===== src/rtl/inst_fetch_queue.sv =====
// Instruction queue between the I-cache and a dual-issue decoder.
// Accepts one or two sequential instructions per cycle and presents the two oldest.
module inst_fetch_queue #(
  parameter int DEPTH = 8,
  parameter int PTR_W = 3
) (
  input  logic             clk,
  input  logic             rst,
  input  logic             flush,
  input  logic             push_valid,
  input  logic [31:0]      push_pc,
  input  logic [31:0]      push_inst,
  input  logic [31:0]      push_inst2,
  input  logic             push_inst2_v,
  output logic             push_ready,
  input  logic [1:0]       pop_cnt,
  output logic             out0_valid,
  output logic [31:0]      out0_pc,
  output logic [31:0]      out0_inst,
  output logic             out1_valid,
  output logic [31:0]      out1_pc,
  output logic [31:0]      out1_inst,
  output logic [PTR_W:0]   count_o
);

  localparam logic [PTR_W:0] DEPTH_C = (PTR_W+1)'(DEPTH);
  localparam logic [PTR_W:0] TWO_C   = (PTR_W+1)'(2);

  logic [31:0]      pc_mem   [DEPTH];
  logic [31:0]      inst_mem [DEPTH];

  logic [PTR_W-1:0] head_reg, head_next, head_p1;
  logic [PTR_W-1:0] tail_reg, tail_next, tail_p1;
  logic [PTR_W:0]   count_reg, count_next;
  logic [PTR_W:0]   push_n, pop_req, pop_n;
  logic             push_acc;
  logic [DEPTH-1:0] wr_lo, wr_hi;
  logic [31:0]      pc_plus4;

  assign push_ready = (count_reg <= DEPTH_C - TWO_C);
  assign push_acc   = push_valid & push_ready & ~flush;
  assign head_p1    = head_reg + PTR_W'(1);
  assign tail_p1    = tail_reg + PTR_W'(1);
  assign pc_plus4   = push_pc + 32'd4;
  assign count_o    = count_reg;

  // pop_cnt of 3 behaves as 2; pops are clipped to the current occupancy
  assign pop_req = {{(PTR_W-1){1'b0}}, pop_cnt[1], pop_cnt[0] & ~pop_cnt[1]};
  assign pop_n   = (pop_req > count_reg) ? count_reg : pop_req;

  always_comb begin
    push_n = '0;
    if (push_acc) begin
      push_n = {{(PTR_W-1){1'b0}}, push_inst2_v, ~push_inst2_v};
    end
  end

  always_comb begin
    head_next  = head_reg;
    tail_next  = tail_reg;
    count_next = count_reg;
    if (flush) begin
      head_next  = '0;
      tail_next  = '0;
      count_next = '0;
    end else begin
      head_next  = head_reg + pop_n[PTR_W-1:0];
      tail_next  = tail_reg + push_n[PTR_W-1:0];
      count_next = count_reg + push_n - pop_n;
    end
  end

  always_ff @(posedge clk or negedge rst) begin
    if (!rst) begin
      head_reg  <= '0;
      tail_reg  <= '0;
      count_reg <= '0;
    end else begin
      head_reg  <= head_next;
      tail_reg  <= tail_next;
      count_reg <= count_next;
    end
  end

  // Per-entry write enables: primary lands at tail, the PC+4 companion at tail+1
  generate
    for (genvar gi = 0; gi < DEPTH; gi++) begin : g_wr_en
      assign wr_lo[gi] = push_acc && (tail_reg == PTR_W'(gi));
      assign wr_hi[gi] = push_acc && push_inst2_v && (tail_p1 == PTR_W'(gi));
    end
  endgenerate

  always_ff @(posedge clk or negedge rst) begin
    if (!rst) begin
      for (int i = 0; i < DEPTH; i++) begin
        pc_mem[i]   <= '0;
        inst_mem[i] <= '0;
      end
    end else begin
      for (int i = 0; i < DEPTH; i++) begin
        if (wr_lo[i]) begin
          pc_mem[i]   <= push_pc;
          inst_mem[i] <= push_inst;
        end else if (wr_hi[i]) begin
          pc_mem[i]   <= pc_plus4;
          inst_mem[i] <= push_inst2;
        end
      end
    end
  end

  always_comb begin
    out0_valid = 1'b0;
    out0_pc    = '0;
    out0_inst  = '0;
    out1_valid = 1'b0;
    out1_pc    = '0;
    out1_inst  = '0;
    if (count_reg != '0) begin
      out0_valid = 1'b1;
      out0_pc    = pc_mem[head_reg];
      out0_inst  = inst_mem[head_reg];
    end
    if (count_reg >= TWO_C) begin
      out1_valid = 1'b1;
      out1_pc    = pc_mem[head_p1];
      out1_inst  = inst_mem[head_p1];
    end
  end

endmodule


===== config.mk =====
export PLATFORM = sky130hd
export DESIGN_NAME = inst_fetch_queue
export DESIGN_NICKNAME = d
export VERILOG_FILES = /design/src/rtl/inst_fetch_queue.sv
export SDC_FILE = /design/constraint.sdc
export NUM_CORES = 2
export LEC_CHECK = 0
export ABC_AREA = 1
export CORE_AREA = 4 4 373 375
export CTS_CLUSTER_DIAMETER = 80
export CTS_CLUSTER_SIZE = 16
export DETAILED_ROUTE_END_ITERATION = 7
export DIE_AREA = 0 0 377 379
export HOLD_SLACK_MARGIN = 0.02
export RECOVER_POWER = 25
export SKIP_LAST_GASP = 1
export SYNTH_ARGS = -nofsm -noshare
export SYNTH_HDL_FRONTEND = slang
export SYNTH_SLANG_ARGS = --single-unit

===== constraint.sdc =====
create_clock -name clk -period 3 [get_ports clk]
set_input_delay 0.6 -clock clk [delete_from_list [all_inputs] [get_ports clk]]
set_output_delay 0.6 -clock clk [all_outputs]
set_load 0.01 [all_outputs]

==> key figures <==
Timing
  • Final hold violations: 0
  • RSZ-0062 raised after global routing: yes
  • Final setup margin: -0.362 ns
  • Worst Tran Pin Value: 2.74 ns
  • Period utilization: 112%
  • Final setup TNS: -25.54 ns
  • # setup viols final: 125
  • Rel. slew slack: -82.5%
  • Slew Limit Fails: 68
  • FMAX: 0.297 GHz
  • Tmin final: 3.36 ns
  • Clock skew: 0.0476 ns

Pwr
  • Switching Fraction: 47.0%
  • PwrDens: 1140 nW/µm²
  • Peak VDD IR: 0.767 mV
  • Clk pwr share: about a tenth
  • NetSw: 24.9 mW
  • Leakage: 20.6 nW
  • Overall power: 53.1 mW
  • Comb power frac: 69.4%
  • Power Internal: about 28 mW
  • Reg power frac: 20.1%

CTS
  • CTS tree: done
  • H-tree levels: 2
  • Clk Latency, worst-skew pair: 0.64 ns
  • CTS root buffer: clkbuf_16
  • # hold bufs at CTS: 0
  • Clock-pin transition on the worst setup and hold timing paths: 0.08 ns
  • CTS Buf Count: 41
  • Clock sink total: 522
  • Clock buffer depth: 3

Detailed routing
  • Drc violations: 0
  • Pre-antenna DRT Iters: 6
  • Via/cell ratio: 5.58
  • 1st-iter DRT viols: 5946
  • WL final: 179000 µm
  • DR vias: 40300
  • ANT nets after route: 0
  • WL per Instance: ~25 µm

Critical path
  • Stages on worst setup path: 10
  • R2r endpoint: pc_mem[203]
  • Delay-heaviest family, CP: buffers and inverters
  • Crit path kind: flip-flop to output pin
  • FF-to-FF setup slack: about 0.07 ns
  • Reg2reg path depth: 14
  • Critical Path Source: head_reg[0]
  • Crit. End Element: output pin
  • Max stage delay on crit path: 0.53 ns
  • CP max FO: 8
  • CP Capture Point: out1_pc[3]
  • CP Launch Type: flip-flop
  • Cell Chain, Critical Path: ha_4, buf_12, clkinv_16, buf_16, o21ai_0, a21oi_1, nor3_1, nor3_2, buf_4, buf_6
  • CP arrival: 2.76 ns
  • Req. time, crit path: between 2 and 2.5 ns
  • Buf/Inv on CP: 5
  • Reg-to-reg critical path startpoint: count_o[3]
  • CP max stage cell: dfrtp_4

Run status
  • Failing checks: max-capacitance violations, max-slew violations, negative setup slack
  • Status: finished, violations left

Floorplan
  • Die height: roughly 380 µm
  • I/O pins: 238
  • Row Count: 135
  • Initial core utilization: 24.9%
  • Std-Cell Core Area: 135000 µm²
  • Die width: 377 µm
  • Die area: around 140000 µm²

Logic synthesis
  • Average size of a mapped cell: around 6.7 µm²
  • Syn_nets: 5119
  • Sequential fraction of the synthesis area: 38.7%
  • Number of synthesized flops with an enable pin: 0
  • #FFs+latches synth: 522
  • Netlist cell types: 41
  • Mapped Cells: 4998
  • Ys flop type: dfrtp_1
  • Mapped Area: roughly 34000 µm²
  • Post-synth ARST share: between 90% and 100%
  • Synth Warn #: 0

Final layout
  • Proportion of layout cells with a drive suffix above 1: 21.9%
  • Nets: 5539
  • Commonest non-fill, non-tap cell in the layout: nand2_1
  • Cell Count, Final, Fillers Out: 7216
  • Area Growth Syn to Fin: 38.5%
  • Design area: 46700 µm²
  • # fillers: 14000
  • Most frequent cells in the layout: 1392 x nand2_1, 519 x dfrtp_1, 470 x nand3_1

Placement
  • Port bufs: 237
  • Placed Area: between 40000 and 50000 µm²
  • DP Wirelength: between 90000 and 100000 µm
  • GP Congestion: between 0.8 and 0.9
  • Dpl ws: -0.428 ns
  • DP Cell Count: 6928

Job
  • Max-cap violations: 1

Global routing
  • Initial antenna violation count: 10
  • GR Util All Layers: between 20 and 25%
  • Vias in the first global route: 37000
  • Pin count of the biggest net entering global routing: 71
  • First-pass GRT wire length: 249000 µm
  • Gr ovfl total: 0

Worst hold path
  • Worst Hold Class: flip-flop to flip-flop
-- tightest hold or removal path: stages (launching register included) --
cell and delay [ns]:
dfrtp_1 0.35, nand2_1 0.06, nand3_1 0.05
-- power groups by stage --
stage | combinational [mW] | sequential (mW) | clock, mW
2_1_floorplan | 12.9 | 10.3 | 0
3_3_place_gp | 26.2 | 10.6 | 0
3_5_place_dp | 26.5 | 10.6 | 0
4_1_cts | 32.0 | 10.5 | 5.59
5_1_grt | 38.7 | 10.9 | 5.84
6_report | 36.9 | 10.7 | 5.58
-- through the flow --
stage          hold slack (ns)  utilization (%)
2_1_floorplan            0.304                -
3_3_place_gp             0.466             29.7
3_5_place_dp             0.469             29.7
4_1_cts                 0.0904             32.8
5_1_grt                  0.502             34.5
6_report                 0.486             34.5
-- routing by layer --
layer  part of all wire [%]  global-route usage, %
met4                    5.3                   9.81
met2                     43                   35.4
met5                      0                      0
met3                     14                   6.65
met1                     37                   30.6
-- kinds of logic (layout without fill, tap and decap cells) --
logic type,after synthesis,count (layout),synth area share [%]
DFF,522,522,38.7
AOI/OAI and AO/OA,1286,1286,20.0
xor gates and xnor gates,19,19,0.694
buffers and inverters,774,1203,9.90
and+or+nand+nor,2379,2379,29.9
adders and majority gates,18,18,0.757
other,0,8,0
-- worst min-delay path by stage --
stage	start	end	slack, ns	depth (start not counted)
after floorplan	rst	count_o[0]	0.30	0
final	inst_mem[65]	inst_mem[65]	0.49	2
after global routing	inst_mem[78]	inst_mem[78]	0.50	2
after CTS	rst	inst_mem[124]	0.09	1
after detailed placement	inst_mem[73]	inst_mem[73]	0.47	2
after global placement	inst_mem[88]	inst_mem[88]	0.47	2
-- repair_timing --
action / 4_1_cts / 5_1_grt
buffers inserted: 93 / 91
cloned: 50 / 36
pin swaps: 81 / 186
setup endpoints to repair: 128 / 130
gates resized for setup: 730 / 664
-- cell usage after synthesis, types with 9 or more instances --
master	n	share of area, %
buf_2	171	2.5
o21ai_1	26	0.39
ha_1	14	0.52
nor2_4	9	0.30
buf_1	44	0.49
buf_6	12	0.40
buf_4	28	0.62
or2_2	52	0.96
inv_2	17	0.19
clkbuf_1	159	1.8
o211ai_1	89	2.0
o21ai_0	574	8.5
a31oi_1	62	1.2
dfrtp_1	522	39
nand3_1	477	7.1
inv_1	337	3.8
a21oi_1	526	7.8
nor2_1	334	3.7
nor3_1	59	0.88
nand2_1	1408	16
-- final cells by class --
cell class / instances / area (µm²) / share of cell area [%]
Timing Repair Buffer: 792 / 9720 / 20.8
Clock buffer: 45 / 1070 / 2.30
Inverter: 357 / 1410 / 3.02
Timing Repair inverter: 2 / 46.3 / 0.0991
Clock inverter: 7 / 85.1 / 0.182
Tap cell: 1781 / 2230 / 4.77
Sequential cell: 522 / 13100 / 28.0
Antenna cell: 8 / 20.0 / 0.0429
Multi-Input combinational cell: 3702 / 19100 / 40.8
Note: power is estimated with default switching activity, not from simulation.
